**src/rtl/mem_arb_pkg.sv**
```systemverilog
// Shared types and widths for the memory port arbiter (F = fetch, D = load/store).
package mem_arb_pkg;

  typedef enum logic [1:0] {IDLE, ISSUE, WAIT, RESP} arb_state_t;
  typedef enum logic {OWN_F, OWN_D} owner_t;

  localparam int unsigned WAIT_W = 4;
  localparam int unsigned LAT_W  = 3;

endpackage

```
**src/rtl/mem_arb_pick.sv**
```systemverilog
// Combinational winner choice between fetch and data requests.
// MEM_PORT_ARBITER_RR_EN selects round-robin ties; otherwise D-priority with starvation override.
module mem_arb_pick
  import mem_arb_pkg::*;
`ifndef MEM_PORT_ARBITER_RR_EN
#(
  parameter int unsigned MAX_WAIT = 4
)
`endif
(
  input  logic              f_req_i,
  input  logic              d_req_i,
`ifdef MEM_PORT_ARBITER_RR_EN
  input  owner_t            last_owner_i,
`else
  input  logic [WAIT_W-1:0] wait_cnt_i,
`endif
  output logic              grant_valid_c,
  output owner_t            grant_owner_c
);

  always_comb begin
    grant_valid_c = f_req_i | d_req_i;
    grant_owner_c = OWN_F;
    if (f_req_i && d_req_i) begin
`ifdef MEM_PORT_ARBITER_RR_EN
      // Last-granted port loses the tie
      grant_owner_c = (last_owner_i == OWN_F) ? OWN_D : OWN_F;
`else
      grant_owner_c = (wait_cnt_i >= WAIT_W'(MAX_WAIT)) ? OWN_F : OWN_D;
`endif
    end else if (d_req_i) begin
      grant_owner_c = OWN_D;
    end
  end

endmodule

```
**src/rtl/mem_port_arbiter.sv**
```systemverilog
// Shares one fixed-latency memory port between fetch (F) and load/store (D) via req/gnt/done.
// Optional build macro: MEM_PORT_ARBITER_RR_EN (round-robin ties instead of D-priority).
module mem_port_arbiter
  import mem_arb_pkg::*;
#(
  parameter int unsigned ADDR_W      = 32,
  parameter int unsigned DATA_W      = 64,
  parameter int unsigned MEM_LATENCY = 1,
  parameter int unsigned MAX_WAIT    = 4
)
(
  input  logic                clk,
  input  logic                reset,
  input  logic                f_req,
  input  logic [ADDR_W-1:0]   f_addr,
  output logic                f_gnt,
  output logic                f_done,
  output logic [DATA_W-1:0]   f_rdata,
  input  logic                d_req,
  input  logic                d_we,
  input  logic [ADDR_W-1:0]   d_addr,
  input  logic [DATA_W-1:0]   d_wdata,
  input  logic [DATA_W/8-1:0] d_be,
  output logic                d_gnt,
  output logic                d_done,
  output logic [DATA_W-1:0]   d_rdata,
  output logic                mem_en,
  output logic                mem_we,
  output logic [ADDR_W-1:0]   mem_addr,
  output logic [DATA_W-1:0]   mem_wdata,
  output logic [DATA_W/8-1:0] mem_be,
  input  logic [DATA_W-1:0]   mem_rdata,
  output logic                busy
);

  localparam int unsigned BE_W = DATA_W / 8;

  arb_state_t        state_q, state_d;
  owner_t            owner_q, owner_d;
  logic              we_q, we_d;
  logic [LAT_W-1:0]  lat_q, lat_d;
  logic              f_gnt_q, f_gnt_d, d_gnt_q, d_gnt_d;
  logic              f_done_q, f_done_d, d_done_q, d_done_d;
  logic [DATA_W-1:0] f_rdata_q, f_rdata_d, d_rdata_q, d_rdata_d;
  logic              mem_en_q, mem_en_d, mem_we_q, mem_we_d;
  logic [ADDR_W-1:0] mem_addr_q, mem_addr_d;
  logic [DATA_W-1:0] mem_wdata_q, mem_wdata_d;
  logic [BE_W-1:0]   mem_be_q, mem_be_d;
  logic              busy_q, busy_d;
  logic              grant_valid;
  owner_t            grant_owner;

`ifdef MEM_PORT_ARBITER_RR_EN
  mem_arb_pick u_pick (
    .f_req_i       (f_req),
    .d_req_i       (d_req),
    .last_owner_i  (owner_q),
    .grant_valid_c (grant_valid),
    .grant_owner_c (grant_owner)
  );
`else
  logic [WAIT_W-1:0] wait_q, wait_d;

  mem_arb_pick #(.MAX_WAIT(MAX_WAIT)) u_pick (
    .f_req_i       (f_req),
    .d_req_i       (d_req),
    .wait_cnt_i    (wait_q),
    .grant_valid_c (grant_valid),
    .grant_owner_c (grant_owner)
  );

  // Fetch starvation counter, only updated while arbitrating in IDLE
  always_comb begin
    wait_d = wait_q;
    if (state_q == IDLE) begin
      if (!f_req || (grant_valid && grant_owner == OWN_F)) begin
        wait_d = '0;
      end else if (wait_q != '1) begin
        wait_d = wait_q + WAIT_W'(1);
      end
    end
  end

  always_ff @(posedge clk or negedge reset) begin
    if (!reset) wait_q <= '0;
    else        wait_q <= wait_d;
  end
`endif

  // Next state; outputs are computed one cycle early and registered
  always_comb begin
    state_d     = state_q;
    owner_d     = owner_q;
    we_d        = we_q;
    lat_d       = lat_q;
    f_gnt_d     = 1'b0;
    d_gnt_d     = 1'b0;
    f_done_d    = 1'b0;
    d_done_d    = 1'b0;
    f_rdata_d   = f_rdata_q;
    d_rdata_d   = d_rdata_q;
    mem_en_d    = 1'b0;
    mem_we_d    = 1'b0;
    mem_addr_d  = '0;
    mem_wdata_d = '0;
    mem_be_d    = '0;
    busy_d      = 1'b0;
    unique case (state_q)
      IDLE: begin
        if (grant_valid) begin
          state_d  = ISSUE;
          owner_d  = grant_owner;
          busy_d   = 1'b1;
          mem_en_d = 1'b1;
          if (grant_owner == OWN_F) begin
            we_d       = 1'b0;
            f_gnt_d    = 1'b1;
            mem_addr_d = f_addr;
            mem_be_d   = '1;
          end else begin
            we_d        = d_we;
            d_gnt_d     = 1'b1;
            mem_we_d    = d_we;
            mem_addr_d  = d_addr;
            mem_wdata_d = d_wdata;
            mem_be_d    = d_we ? d_be : '1;
          end
        end
      end
      ISSUE: begin
        state_d = WAIT;
        lat_d   = LAT_W'(MEM_LATENCY - 1);
        busy_d  = 1'b1;
      end
      WAIT: begin
        busy_d = 1'b1;
        if (lat_q == '0) begin
          state_d = RESP;
          if (owner_q == OWN_F) begin
            f_done_d  = 1'b1;
            f_rdata_d = mem_rdata;
          end else begin
            d_done_d = 1'b1;
            if (!we_q) d_rdata_d = mem_rdata;
          end
        end else begin
          lat_d = lat_q - LAT_W'(1);
        end
      end
      RESP: begin
        state_d = IDLE;
      end
      default: begin
        state_d = IDLE;
      end
    endcase
  end

  always_ff @(posedge clk or negedge reset) begin
    if (!reset) begin
      state_q     <= IDLE;
      owner_q     <= OWN_F;
      we_q        <= 1'b0;
      lat_q       <= '0;
      f_gnt_q     <= 1'b0;
      d_gnt_q     <= 1'b0;
      f_done_q    <= 1'b0;
      d_done_q    <= 1'b0;
      f_rdata_q   <= '0;
      d_rdata_q   <= '0;
      mem_en_q    <= 1'b0;
      mem_we_q    <= 1'b0;
      mem_addr_q  <= '0;
      mem_wdata_q <= '0;
      mem_be_q    <= '0;
      busy_q      <= 1'b0;
    end else begin
      state_q     <= state_d;
      owner_q     <= owner_d;
      we_q        <= we_d;
      lat_q       <= lat_d;
      f_gnt_q     <= f_gnt_d;
      d_gnt_q     <= d_gnt_d;
      f_done_q    <= f_done_d;
      d_done_q    <= d_done_d;
      f_rdata_q   <= f_rdata_d;
      d_rdata_q   <= d_rdata_d;
      mem_en_q    <= mem_en_d;
      mem_we_q    <= mem_we_d;
      mem_addr_q  <= mem_addr_d;
      mem_wdata_q <= mem_wdata_d;
      mem_be_q    <= mem_be_d;
      busy_q      <= busy_d;
    end
  end

  assign f_gnt     = f_gnt_q;
  assign d_gnt     = d_gnt_q;
  assign f_done    = f_done_q;
  assign d_done    = d_done_q;
  assign f_rdata   = f_rdata_q;
  assign d_rdata   = d_rdata_q;
  assign mem_en    = mem_en_q;
  assign mem_we    = mem_we_q;
  assign mem_addr  = mem_addr_q;
  assign mem_wdata = mem_wdata_q;
  assign mem_be    = mem_be_q;
  assign busy      = busy_q;

endmodule

```
**config.mk**
```make
export PLATFORM = sky130hd
export DESIGN_NAME = mem_port_arbiter
export DESIGN_NICKNAME = d
export VERILOG_FILES = /design/src/rtl/mem_arb_pkg.sv /design/src/rtl/mem_arb_pick.sv /design/src/rtl/mem_port_arbiter.sv
export SDC_FILE = /design/constraint.sdc
export NUM_CORES = 1
export LEC_CHECK = 0
export CAP_MARGIN = 20
export CORE_AREA = 2 2 173 175
export CTS_BUF_LIST = sky130_fd_sc_hd__clkbuf_8
export CTS_CLUSTER_DIAMETER = 50
export CTS_CLUSTER_SIZE = 8
export DETAILED_ROUTE_END_ITERATION = 8
export DIE_AREA = 0 0 175 177
export PLACE_DENSITY = 0.67
export REMOVE_ABC_BUFFERS = 1
export SLEW_MARGIN = 10
export SYNTH_ARGS = -nofsm -noshare
export SYNTH_HDL_FRONTEND = slang
export SYNTH_SLANG_ARGS = --single-unit
```
**constraint.sdc**
```tcl
create_clock -name clk -period 2.09 [get_ports clk]
set_input_delay 0.209 -clock clk [delete_from_list [all_inputs] [get_ports clk]]
set_output_delay 0.209 -clock clk [all_outputs]
set_load 0.05 [all_outputs]
```
==> impl_metrics.tcl <==
set metrics [dict create \
    root_buffer "clkbuf_8" \
    crit_path_max_incr_delay_ps 830 \
    clk_path_buf_depth 3 \
    tightest_slew_ps 608.5 \
    pin_count 444 \
    wirelength_microns 27380 \
    die_w_microns 175 \
    dieArea_sq_um 30980 \
    multiInputGateArea_sq_um 3104 \
    overflow 0 \
    r2r_slack_ps 190 \
    crit_start "d_rdata[3]$_DFFE_PN0P_" \
    syn_area_sq_um 9726 \
    cts_made_buffers 39 \
    die_h_microns 177 \
    path_depth 1 \
    drc 0 \
    gp_congestion 0.7953 \
    crit_chain "clkdlybuf4s50_1" \
    clk_pin_slew_ps 60 \
    period_minus_slack_ps 1956 \
    yosysWarnings 0 \
    layout.core_utilization_pct 52.08 \
    max_freq_ghz 0.5114 \
    regToRegStartpoint "lat_q[0]$_DFFE_PN0P_" \
    final_common_cell "clkdlybuf4s50_1" \
    setup_viol 0 \
    antenna_found_initial 0 \
    reg2regPathDepth 7 \
    drt_iter0_drc 237 \
    final_cell_mix "clkdlybuf4s50_1 (441), dfrtp_1 (250), mux2_2 (70), nand2_1 (65), and3_1 (65)" \
    ant_nets 0 \
    portBuffers 443 \
    synthDistinctLibCells 34 \
    required_ps 1880 \
    via_count 6992 \
    grt_pass1_vias 7114 \
    drtPass1Iterations 4 \
    maxSlewViolCount 0 \
    start_util_pct 33.26 \
    synthFlopType "dfrtp_1" \
    p_leak_nw 6.970 \
    irDropWorstVdd_v 0.0006081 \
    wire_per_inst_microns 17.87 \
    cp.arrival_ps 1750 \
    finClkSkew_ps 16.28 \
    total_power_mw 25.14 \
    synth_edf_count 0 \
    cp_top_family "buffers and inverters" \
    grt_pass1_wl_microns 40780 \
    rows 63 \
    routed_via_density 4.564 \
    syn_avg_cell_area_sq_um 14.45 \
    rsz0062_at_grt "false" \
    r2r-end "d_rdata[63]$_DFFE_PN0P_" \
    seq_area_frac_synth_pct 64.33 \
    stdcell_count 1532 \
    cp.buffers_inverters 1 \
    hpwl_microns 20050 \
    post_cts_buffers 0 \
    cpMaxStageDelayCell "clkdlybuf4s50_1" \
    async_reset_ff_share_pct 100.0 \
    ctsResizeCount 0 \
    slew_headroom_pct 59.30 \
    status "completed" \
    antenna_cells 0 \
    ys_ff_latch 250 \
    crit_fanout 2 \
    fill_cells 2497 \
    min_path_type "in2async" \
    crit_end "d_rdata[3]" \
    regArea_sq_um 6256 \
    drive_above_1_share_pct 18.48 \
    clkLatencyLatePin_ps 520 \
    h-tree-depth 2 \
    startpoint_type "flip-flop" \
    cap_viol_max_count 0 \
    clock-sinks 250 \
    min_period_over_period_pct 93.57 \
    grt_usage_pct 16.97 \
    area_growth_pct 56.59 \
    cts_tree "yes" \
    dp.cells 1482 \
    hold_viol_final 0 \
    power_density_nw_per_um2 1651 \
    finish.net_count 1346 \
    coreArea_sq_um 29240 \
    postSynthCellCount 673 \
    cts_hold_buf 1 \
    crit_type "reg2out" \
    crit_path_end_kind "primary output" \
    grt_max_degree 71 \
]
layer usage:
metal / vias to the layer above / GRT usage [%] / wire (microns)
met3: 56 / 6.229 / 2523
li1: 3235 / - / -
met1: 3369 / 19.47 / 10650
met4: 0 / 6.319 / 841
met2: 332 / 29.05 / 13370
met5: - / 0 / 0
layout make-up:
cell class	count	area share (%)
Inverter	10	0.2465
Multi-Input combinational cell	366	20.38
Tap cell	390	3.204
Clock buffer	42	3.796
Clock inverter	7	0.3040
Sequential cell	250	41.08
Timing Repair Buffer	467	30.99
Yosys cell counts (2+ instances only):
master | number | area, sq um
buf_12 | 7 | 140.1
and2_1 | 33 | 206.5
clkbuf_1 | 21 | 78.83
o21a_1 | 8 | 60.06
buf_4 | 7 | 52.55
o21ai_0 | 2 | 10.01
nor2b_1 | 2 | 12.51
buf_2 | 10 | 50.05
nor2_1 | 5 | 18.77
o2bb2ai_1 | 2 | 17.52
ha_1 | 7 | 87.58
o22ai_1 | 34 | 212.7
inv_1 | 9 | 33.78
mux2_4 | 60 | 900.9
nand2_1 | 65 | 244.0
and3_1 | 65 | 406.6
dfrtp_1 | 250 | 6256
mux2_2 | 70 | 788.3
report_power, final:
part	leakage, nW	internal (mW)	switching [mW]	total, mW
logic	3.49	5.47	8.60	14.1
clock network	0.324	1.81	1.76	3.57
registers	3.15	6.62	0.878	7.50
worst min-delay path by stage:
| stage | from | to | slack (ps) | cells past startpoint |
|---|---|---|---|---|
| after global routing | d_wdata[49] | mem_wdata[49]$_DFF_PN0_ | 210 | 2 |
| after global placement | reset | mem_addr[15]$_DFF_PN0_ | 220 | 1 |
| after floorplan | reset | busy$_DFF_PN0_ | -90 | 0 |
| after detailed placement | reset | mem_addr[15]$_DFF_PN0_ | 230 | 1 |
| after CTS | d_wdata[19] | mem_wdata[19]$_DFF_PN0_ | 230 | 2 |
| final | reset | mem_addr[15]$_DFF_PN0_ | 240 | 2 |
cell families (layout without fill, tap and decap cells):
| family | count (synthesis) | in the layout | share of synthesized area (%) |
|---|---|---|---|
| AO/OA/AOI/OAI | 51 | 51 | 3.512 |
| buffers and inverters | 57 | 526 | 3.859 |
| adder cells (fa/ha/maj) | 7 | 7 | 0.9005 |
| AND/OR/NAND/NOR | 177 | 177 | 9.932 |
| multiplexers | 131 | 131 | 17.47 |
| flip-flops | 250 | 250 | 64.33 |
flip-flops by register name, indices dropped and copies added (netlist names), 2 cells and up:
register / count
mem_addr: 32
mem_wdata: 64
mem_be: 8
state_q: 2
lat_q: 3
f_rdata: 64
wait_q: 4
d_rdata: 64
through the flow:
stage / hold WS, ps / setup slack, ps / TNS (ps) / area, sq um
after global placement: 222.8 / 251.6 / 0 / 14600
after CTS: 225.8 / 69.72 / 0 / 15230
after detailed placement: 226.9 / 198.6 / 0 / 14600
after global routing: 213.6 / 48.26 / 0 / 15230
final: 242.1 / 134.5 / 0 / 15230
after floorplan: -86.59 / -1991 / -139850 / 9388
No activity file was read; power rests on OpenSTA's default activity.
